File: src/rtl/hdc_msg_packer.sv
// Streaming front end for the HDC classifier: packs a byte stream into the wide msg bus,
// holds it for a settle window, samples the classifier result and reports it with running counts.
module hdc_msg_packer #(
    parameter int unsigned MESSAGE_LENGTH = 200,
    parameter int unsigned CHAR_LENGTH    = 8,
    parameter int unsigned SETTLE_CYCLES  = 100
) (
    input  logic                                clk,
    input  logic                                reset,
    input  logic                                s_valid,
    output logic                                s_ready,
    input  logic [CHAR_LENGTH-1:0]              s_data,
    input  logic                                s_last,
    input  logic [1:0]                          s_label,
    output logic [CHAR_LENGTH*MESSAGE_LENGTH-1:0] msg,
    output logic [7:0]                          length,
    output logic [1:0]                          label,
    input  logic [1:0]                          cls_result,
    output logic                                out_valid,
    input  logic                                out_ready,
    output logic [1:0]                          out_result,
    output logic [1:0]                          out_expected,
    output logic                                out_match,
    output logic                                out_inconclusive,
    output logic                                out_truncated,
    output logic [15:0]                         test_count,
    output logic [15:0]                         correct_count
);

    localparam int unsigned   CNT_W    = (SETTLE_CYCLES > 1) ? $clog2(SETTLE_CYCLES) : 1;
    localparam logic [7:0]    MAX_LEN  = 8'(MESSAGE_LENGTH);
    localparam logic [CNT_W-1:0] CNT_LAST = CNT_W'(SETTLE_CYCLES - 1);
    localparam logic [15:0]   CNT_SAT  = 16'hFFFF;

    typedef enum logic [1:0] {
        FILL   = 2'd0,
        SETTLE = 2'd1,
        REPORT = 2'd2
    } state_t;

    state_t           state;
    logic [CNT_W-1:0] settle_cnt;
    logic             truncated;
    logic             accept;
    logic             inconclusive_c;
    logic             match_c;

    assign accept         = s_valid && s_ready;
    assign inconclusive_c = (cls_result == 2'b11);
    assign match_c        = (cls_result == label) && !inconclusive_c;

    // Fill / settle / report sequencer with all outputs registered
    always_ff @(posedge clk or negedge reset) begin
        if (!reset) begin
            state            <= FILL;
            settle_cnt       <= '0;
            truncated        <= 1'b0;
            s_ready          <= 1'b0;
            msg              <= '0;
            length           <= '0;
            label            <= '0;
            out_valid        <= 1'b0;
            out_result       <= '0;
            out_expected     <= '0;
            out_match        <= 1'b0;
            out_inconclusive <= 1'b0;
            out_truncated    <= 1'b0;
            test_count       <= '0;
            correct_count    <= '0;
        end else begin
            case (state)
                FILL: begin
                    s_ready <= 1'b1;
                    if (accept) begin
                        // First character lands in the MSBs; beats past capacity are dropped
                        if (length < MAX_LEN) begin
                            for (int unsigned i = 0; i < MESSAGE_LENGTH; i++) begin
                                if (length == 8'(i)) begin
                                    msg[CHAR_LENGTH*(MESSAGE_LENGTH-i)-1 -: CHAR_LENGTH] <= s_data;
                                end
                            end
                            length <= length + 8'd1;
                        end else begin
                            truncated <= 1'b1;
                        end
                        if (s_last) begin
                            label      <= s_label;
                            settle_cnt <= '0;
                            s_ready    <= 1'b0;
                            state      <= SETTLE;
                        end
                    end
                end
                SETTLE: begin
                    settle_cnt <= settle_cnt + CNT_W'(1);
                    if (settle_cnt == CNT_LAST) begin
                        out_result       <= cls_result;
                        out_expected     <= label;
                        out_inconclusive <= inconclusive_c;
                        out_match        <= match_c;
                        out_truncated    <= truncated;
                        out_valid        <= 1'b1;
                        if (test_count != CNT_SAT) begin
                            test_count <= test_count + 16'd1;
                        end
                        if (match_c && (correct_count != CNT_SAT)) begin
                            correct_count <= correct_count + 16'd1;
                        end
                        state <= REPORT;
                    end
                end
                REPORT: begin
                    if (out_ready) begin
                        out_valid <= 1'b0;
                        msg       <= '0;
                        length    <= '0;
                        label     <= '0;
                        truncated <= 1'b0;
                        s_ready   <= 1'b1;
                        state     <= FILL;
                    end
                end
                default: begin
                    state <= FILL;
                end
            endcase
        end
    end

endmodule

File: config.mk
export PLATFORM = sky130hd
export DESIGN_NAME = hdc_msg_packer
export DESIGN_NICKNAME = d
export VERILOG_FILES = /design/src/rtl/hdc_msg_packer.sv
export SDC_FILE = /design/constraint.sdc
export NUM_CORES = 2
export LEC_CHECK = 0
export CAP_MARGIN = 40
export CORE_AREA = 4 4 651 653
export CTS_CLUSTER_DIAMETER = 50
export DETAILED_ROUTE_END_ITERATION = 8
export DIE_AREA = 0 0 655 657
export PLACE_DENSITY = 0.35
export SETUP_SLACK_MARGIN = 0.4
export SYNTH_ARGS = -nofsm -noshare
export SYNTH_HDL_FRONTEND = slang
export SYNTH_SLANG_ARGS = --single-unit
File: constraint.sdc
create_clock -name clk -period 5.28 [get_ports clk]
set_input_delay 0.528 -clock clk [delete_from_list [all_inputs] [get_ports clk]]
set_output_delay 0.528 -clock clk [all_outputs]
set_load 0.1 [all_outputs]
# Word level (Yosys, flattened, before mapping)

Cells that the tools add are included.

Register bits after elaboration: 1661
Output and inout port bits: 1651
Logic and storage cells: 1079

Add/sub/neg operators: 4
Magnitude comparators: 1
Equality and inequality tests: 412
Muxes and demuxes: 229
Reduce and logical (&&, ||, !) cells: 219

Operator list:

| operator                | number |
|---|---|
| $mux W1600              | 3 |
| $pmux W1600 S2          | 1 |
| $mux W8                 | 203 |
| $reduce_and A5 Y1       | 200 |
| $eq A8 B8 Y1 const B    | 72 |
| $eq A8 B7 Y1 const B    | 64 |
| $ne A2 B2 Y1 const B    | 206 |
| $eq A8 B6 Y1 const B    | 32 |
| $eq A8 B5 Y1 const B    | 16 |
| $eq A8 B4 Y1 const B    | 8 |
| $add A16 B1 Y16 const B | 2 |
| $eq A8 B3 Y1 const B    | 4 |
| $ne A16 B16 Y1 const B  | 2 |
| $eq A8 B2 Y1 const B    | 2 |
| $pmux W8 S2             | 1 |
| $reduce_and A4 Y1       | 4 |
| $mux W7                 | 2 |
| $pmux W7 S2             | 1 |
| $mux W2                 | 6 |
| $reduce_and A3 Y1       | 4 |
| $add A8 B1 Y8 const B   | 1 |
| $eq A8 B1 Y1 const B    | 1 |
| $logic_not A8 Y1        | 1 |
| $lt A8 B8 Y1 const B    | 1 |
| other kinds (14)        | 28 |

# Longest topological paths before layout

Depth in word-level cells: 5
Depth in mapped cells: 10
Gate-level depth less buffers: 6

# Worst setup path before layout

Ideal clock, no wire load.

Path type: reg-to-reg
Start point: register length[0]
End point: register msg[1127]
Arrival: 2.694 ns
Data required time: 5.147 ns
Path slack: 2.453 ns
Cell stages (with the launch flop): 10
Path buffers: 4
Clock period less this slack: 2.827 ns
Cells stage by stage: dfrtp_1 > ha_1 > clkbuf_1 > and3b_1 > clkbuf_1 > clkbuf_1 > buf_1 > nand4_1 > nand3_1 > o21ai_0

Cells in the longest elaborated chain, start to end: 3
Elaborated cells on any way between the ends: 5
Those cells by class: 1 x order compare; 3 x eq/ne; 1 x reduce/logical

Ends and longest elaborated chain:

| what                                         | line   | RTL |
|---|---|---|
| start: declaration                           | 16     | `output logic [7:0] length,` |
| start signal: assignment                     | 82     | `length <= length + 8'd1;` |
| $lt A8 B8 Y1 or $eq A8 B6 Y1 (tied branches) | 76, 78 |  |
| $ne A2 B2 Y1 (no source line)                | -      |  |
| $reduce_and A5 Y1 (no source line) *         | -      |  |
| end signal: indexed assignment               | 79     | `msg[CHAR_LENGTH*(MESSAGE_LENGTH-i)-1 -: CHAR_LENGTH] <= s_data;` |
| end: declaration                             | 15     | `output logic [CHAR_LENGTH*MESSAGE_LENGTH-1:0] msg,` |

Every way passes the cells marked *; elsewhere a longest branch is shown, timed or not.
A chain may end at the register's enable or synchronous reset.

# Worst setup path in the final report

Start point: register length[5]
End point: register msg[1316]

The elaborated chain is that of the path after synthesis.

==> results.txt <==
The run finished with clean final reports. The dominant cell by count in the synthesized netlist is sky130_fd_sc_hd__dfrtp_1. The cell depth of the worst setup path is 5.

The register bit total from synthesis is 1661. The most used routing layer in global routing is met2. The share of total power in combinational logic is about a fifth. The overall die width came out at approximately 660 um. The maximum root-to-sink buffer count came out at 4. By count the netlist is led by sky130_fd_sc_hd__dfrtp_1 (1661), sky130_fd_sc_hd__o21ai_0 (1145), sky130_fd_sc_hd__nand2_1 (823). For this run, the slowest stage of the critical path takes about 1.1 ns. The average routed wire per standard cell came out at 28.5 um.

With fillers left out, the area of the finished cells amounts to around 130000 um^2. Summing every instance area after synthesis gives roughly 64000 um^2. The summed negative setup slack over all endpoints is 0 ns. Setup repair after global routing left no endpoint under its margin. STA puts the critical path data required time at 6.06 ns.

The worst setup path is captured at a flip-flop. The HPWL reported at the end of detailed placement came out at around 310000 um. The async set-or-reset flop fraction in the synthesized netlist is 100%. The share of the synthesized area in the top cell type is 65.4%. The combined flip-flop and latch cell area came out at around 42000 um^2. The first TritonRoute pass finished after 5 iterations. In this run, distinct cell masters in the synthesized netlist total between 60 and 70. The count of nets left with antenna violations once routing finished came out at 0. TritonCTS built the clock tree.

The clock skew came out at 0.0514 ns. Data on the critical path arrives at its endpoint at around 4.3 ns. The share of total power consumed by net switching is between 30% and 40%. The total number of vias is between 60000 and 70000. The critical path is of the flip-flop to flip-flop type.

The max capacitance violation total came out at 0. On the critical path, the stage with the largest delay is an instance of sky130_fd_sc_hd__or4b_2. The number of placed instances, taps included, is around 14000. The peak ir drop on the vdd network came out at around 490 uV. Summing all multi-input logic gate instances after layout gives 20400 um^2. For this run, the leading register cell type out of synthesis is sky130_fd_sc_hd__dfrtp_1. The number of antenna violations at the first check in global routing is 39. The H-tree depth came out at 5. The worst setup slack after placement came out at approximately 1.3 ns. In the global route stage, met1 resource usage came out at 23.2%. Summed over all layers, the routed wires come to approximately 420000 um.

The net switching power came out at about 14 mW. The later pin in the worst-skew pair is clocked with a latency of approximately 0.9 ns. For this run, global-route usage on met2 was measured as 31.5%. The total overflow left after global routing is 0. Summed over all cells, the static leakage comes to about 56 nW. The count of pins over their slew limit came out at 0.

The cell sitting at the root of the clock tree is a sky130_fd_sc_hd__clkbuf_16. The maximum clock frequency is approximately 280 MHz. After synthesis, the cell types taking the most area are sky130_fd_sc_hd__dfrtp_1 (65%), sky130_fd_sc_hd__o21ai_0 (9.0%), sky130_fd_sc_hd__nand2_1 (4.9%). The fill cell total of the finished layout is 40512.

The count of clock tree sinks is 1661. The count of final hold-check violations is 0. The hold buffer count at cts is 1.

The initial utilization of the core area, before any placement, comes to between 15 and 20%. The layout-stage area growth over the synthesis result is 112%. The slack of the critical path came out at about 1.7 ns. The post-layout net count came out at slightly above 9000. The largest area contributor in the synthesized netlist is sky130_fd_sc_hd__dfrtp_1. The synthesis warning total came out at 0. Routability-driven placement finished with a final weighted congestion of about 0.8. The completed layout was analyzed and its total power is 42.8 mW. Counting the buffers created by CTS gives 296.

Sequential cells were found to cover 65.4% of the synthesized design area. The clock share of power is 48.2%. ~1700 I/O pins were placed. The post-cts resize count came out at 0. The internal portion of total power is 28.9 mW.

The cell area after placement came out at about 120000 um^2. In the routed layout, each cell is associated on average with a via count of about 4.3. The relative contribution of sequential cells to total power came out at about a third.

After clock tree synthesis, the setup repair step added 0 buffers. The power per unit of standard cell area is 317 nW/um^2. The first-pass GRT wire length came out at approximately 570000 um. The shortest period the worst path allows is about 3.6 ns.

The core region is between 400000 and 500000 um^2. The DRC marker count from the first detailed-route iteration came out at between 4000 and 5000. The total setup violations reported at the end of the flow is 0. Row generation in the floorplan step produced 238 rows. The count of unresolved DRC violations after routing is 0. The share of the core filled with cells in the final layout is 32.2%. The met3 capacity usage during global routing is around 3.8%. The die boundary height came out at about 660 um. The worst-path maximum fanout came out at 23. The worst reg2reg path depth is 5. The buffers plus inverters on the worst setup path came out at 1. The path category of the worst min-delay check is primary input to async pin. The kind of cell adding the most delay to the critical path is simple AND/OR/NAND/NOR gates. The count of flip-flops with a built-in enable after synthesis came out at 0.

The number of global-route vias before repair was between 60000 and 70000. The number of port buffers is approximately 1700. The die covers around 430000 um^2.

The transition time of the tightest slew-check pin is around 1.3 ns. Traced cell by cell, the critical path runs through or4b_2 -> nor2_4 -> a21oi_1 -> buf_4 -> a22o_1. The worst pin sits at a relative slew slack of 14.1%.

The kind of start point of the critical path is a flip-flop. The final period utilization came out at 67.3%. The net count of the mapped netlist is around 5700. Across every metal layer, demand over resource in global routing totals 19.0%.

The non-filler instance count after layout is around 15000. Entering global routing, the biggest net connects between 200 and 250 pins. The instance count of the mapped netlist is 5706. The ratio of cells with drive above 1 in the final layout came out at around 28%. The clock-pin slew of the registers on the worst-case setup and hold paths came out at about 0.060 ns. The final hold slack is about 0.33 ns. The average size of a mapped cell came out at around 11 um^2.
[metal layers]
| metal | vias up | part of all wire [%] |
|---|---|---|
| met5 | - | 0.021 |
| met1 | 32472 | 40 |
| li1 | 27274 | - |
| met4 | 12 | 6.0 |
| met2 | 2693 | 48 |
| met3 | 767 | 5.8 |
[placed cells by master, fill, tap and decap left out, drive strengths merged, types with 13 or more instances in the layout]
| cell type | synthesis | layout |
|---|---|---|
| buf | 189 | 1916 |
| dfrtp | 1661 | 1661 |
| clkdlybuf4s50 | 0 | 1575 |
| o21ai | 1146 | 1146 |
| nand2 | 824 | 824 |
| nand3 | 603 | 603 |
| clkbuf | 286 | 354 |
| a22o | 320 | 320 |
| mux2i | 102 | 102 |
| nand4 | 77 | 77 |
| nor2 | 76 | 76 |
| a41oi | 74 | 74 |
| clkinv | 1 | 72 |
| o2111ai | 58 | 58 |
| inv | 7 | 49 |
| a21oi | 44 | 44 |
| bufinv | 0 | 42 |
| o2bb2ai | 34 | 34 |
| clkinvlp | 0 | 31 |
| xor2 | 30 | 30 |
| diode | 0 | 17 |
| and3 | 16 | 16 |
| nor4 | 14 | 14 |
| and2 | 13 | 13 |
[area by class of cell]
type	count	share of cell area [%]
timing repair buffer	3492	41.0
tap	5520	5.12
sequential	1661	30.8
clock buffer	354	5.90
clock inverter	186	2.01
multi-input combinational	3562	15.1
antenna	17	0.0315
inverter	8	0.0241
[power groups by stage]
stage | registers [mW] | logic, mW | clock network (mW)
3_5_place_dp | 13.7 | 8.80 | 0
6_report | 13.5 | 8.64 | 20.6
3_3_place_gp | 13.7 | 6.82 | 0
5_1_grt | 13.6 | 8.93 | 21.7
4_1_cts | 13.5 | 8.81 | 21.1
2_1_floorplan | 16.3 | 1.11 | 0
[state kept, by name, summed over array words and instances, names as in the netlist, 2 cells and up]
| signal | count |
|---|---|
| msg | 1600 |
| correct_count | 16 |
| test_count | 16 |
| length | 8 |
| settle_cnt | 7 |
| label | 2 |
| out_expected | 2 |
| out_result | 2 |
| state | 2 |
[cells by family after synthesis]
family	synth area share, %
AOI/OAI and AO/OA	16.8
xor gates and xnor gates	0.482
adders and majority gates	0.157
buffers and inverters	3.22
DFF	65.4
muxes	1.76
and+or+nand+nor	12.3
[final timing paths]
check	endpoint	slack [ns]	start
worst max-delay path	msg[1316]$_DFFE_PN0P_	1.73	length[5]$_DFFE_PN0P_
worst min-delay path	msg[389]$_DFFE_PN0P_	0.33	reset
worst max register to register	msg[1316]$_DFFE_PN0P_	1.73	length[5]$_DFFE_PN0P_
worst min register to register	msg[816]$_DFFE_PN0P_	0.47	msg[816]$_DFFE_PN0P_
max in group asynchronous	msg[46]$_DFFE_PN0P_	3.31	reset
min in group clk	label[1]$_DFFE_PN0P_	0.39	s_label[1]
(Power assumes the default switching activity.)
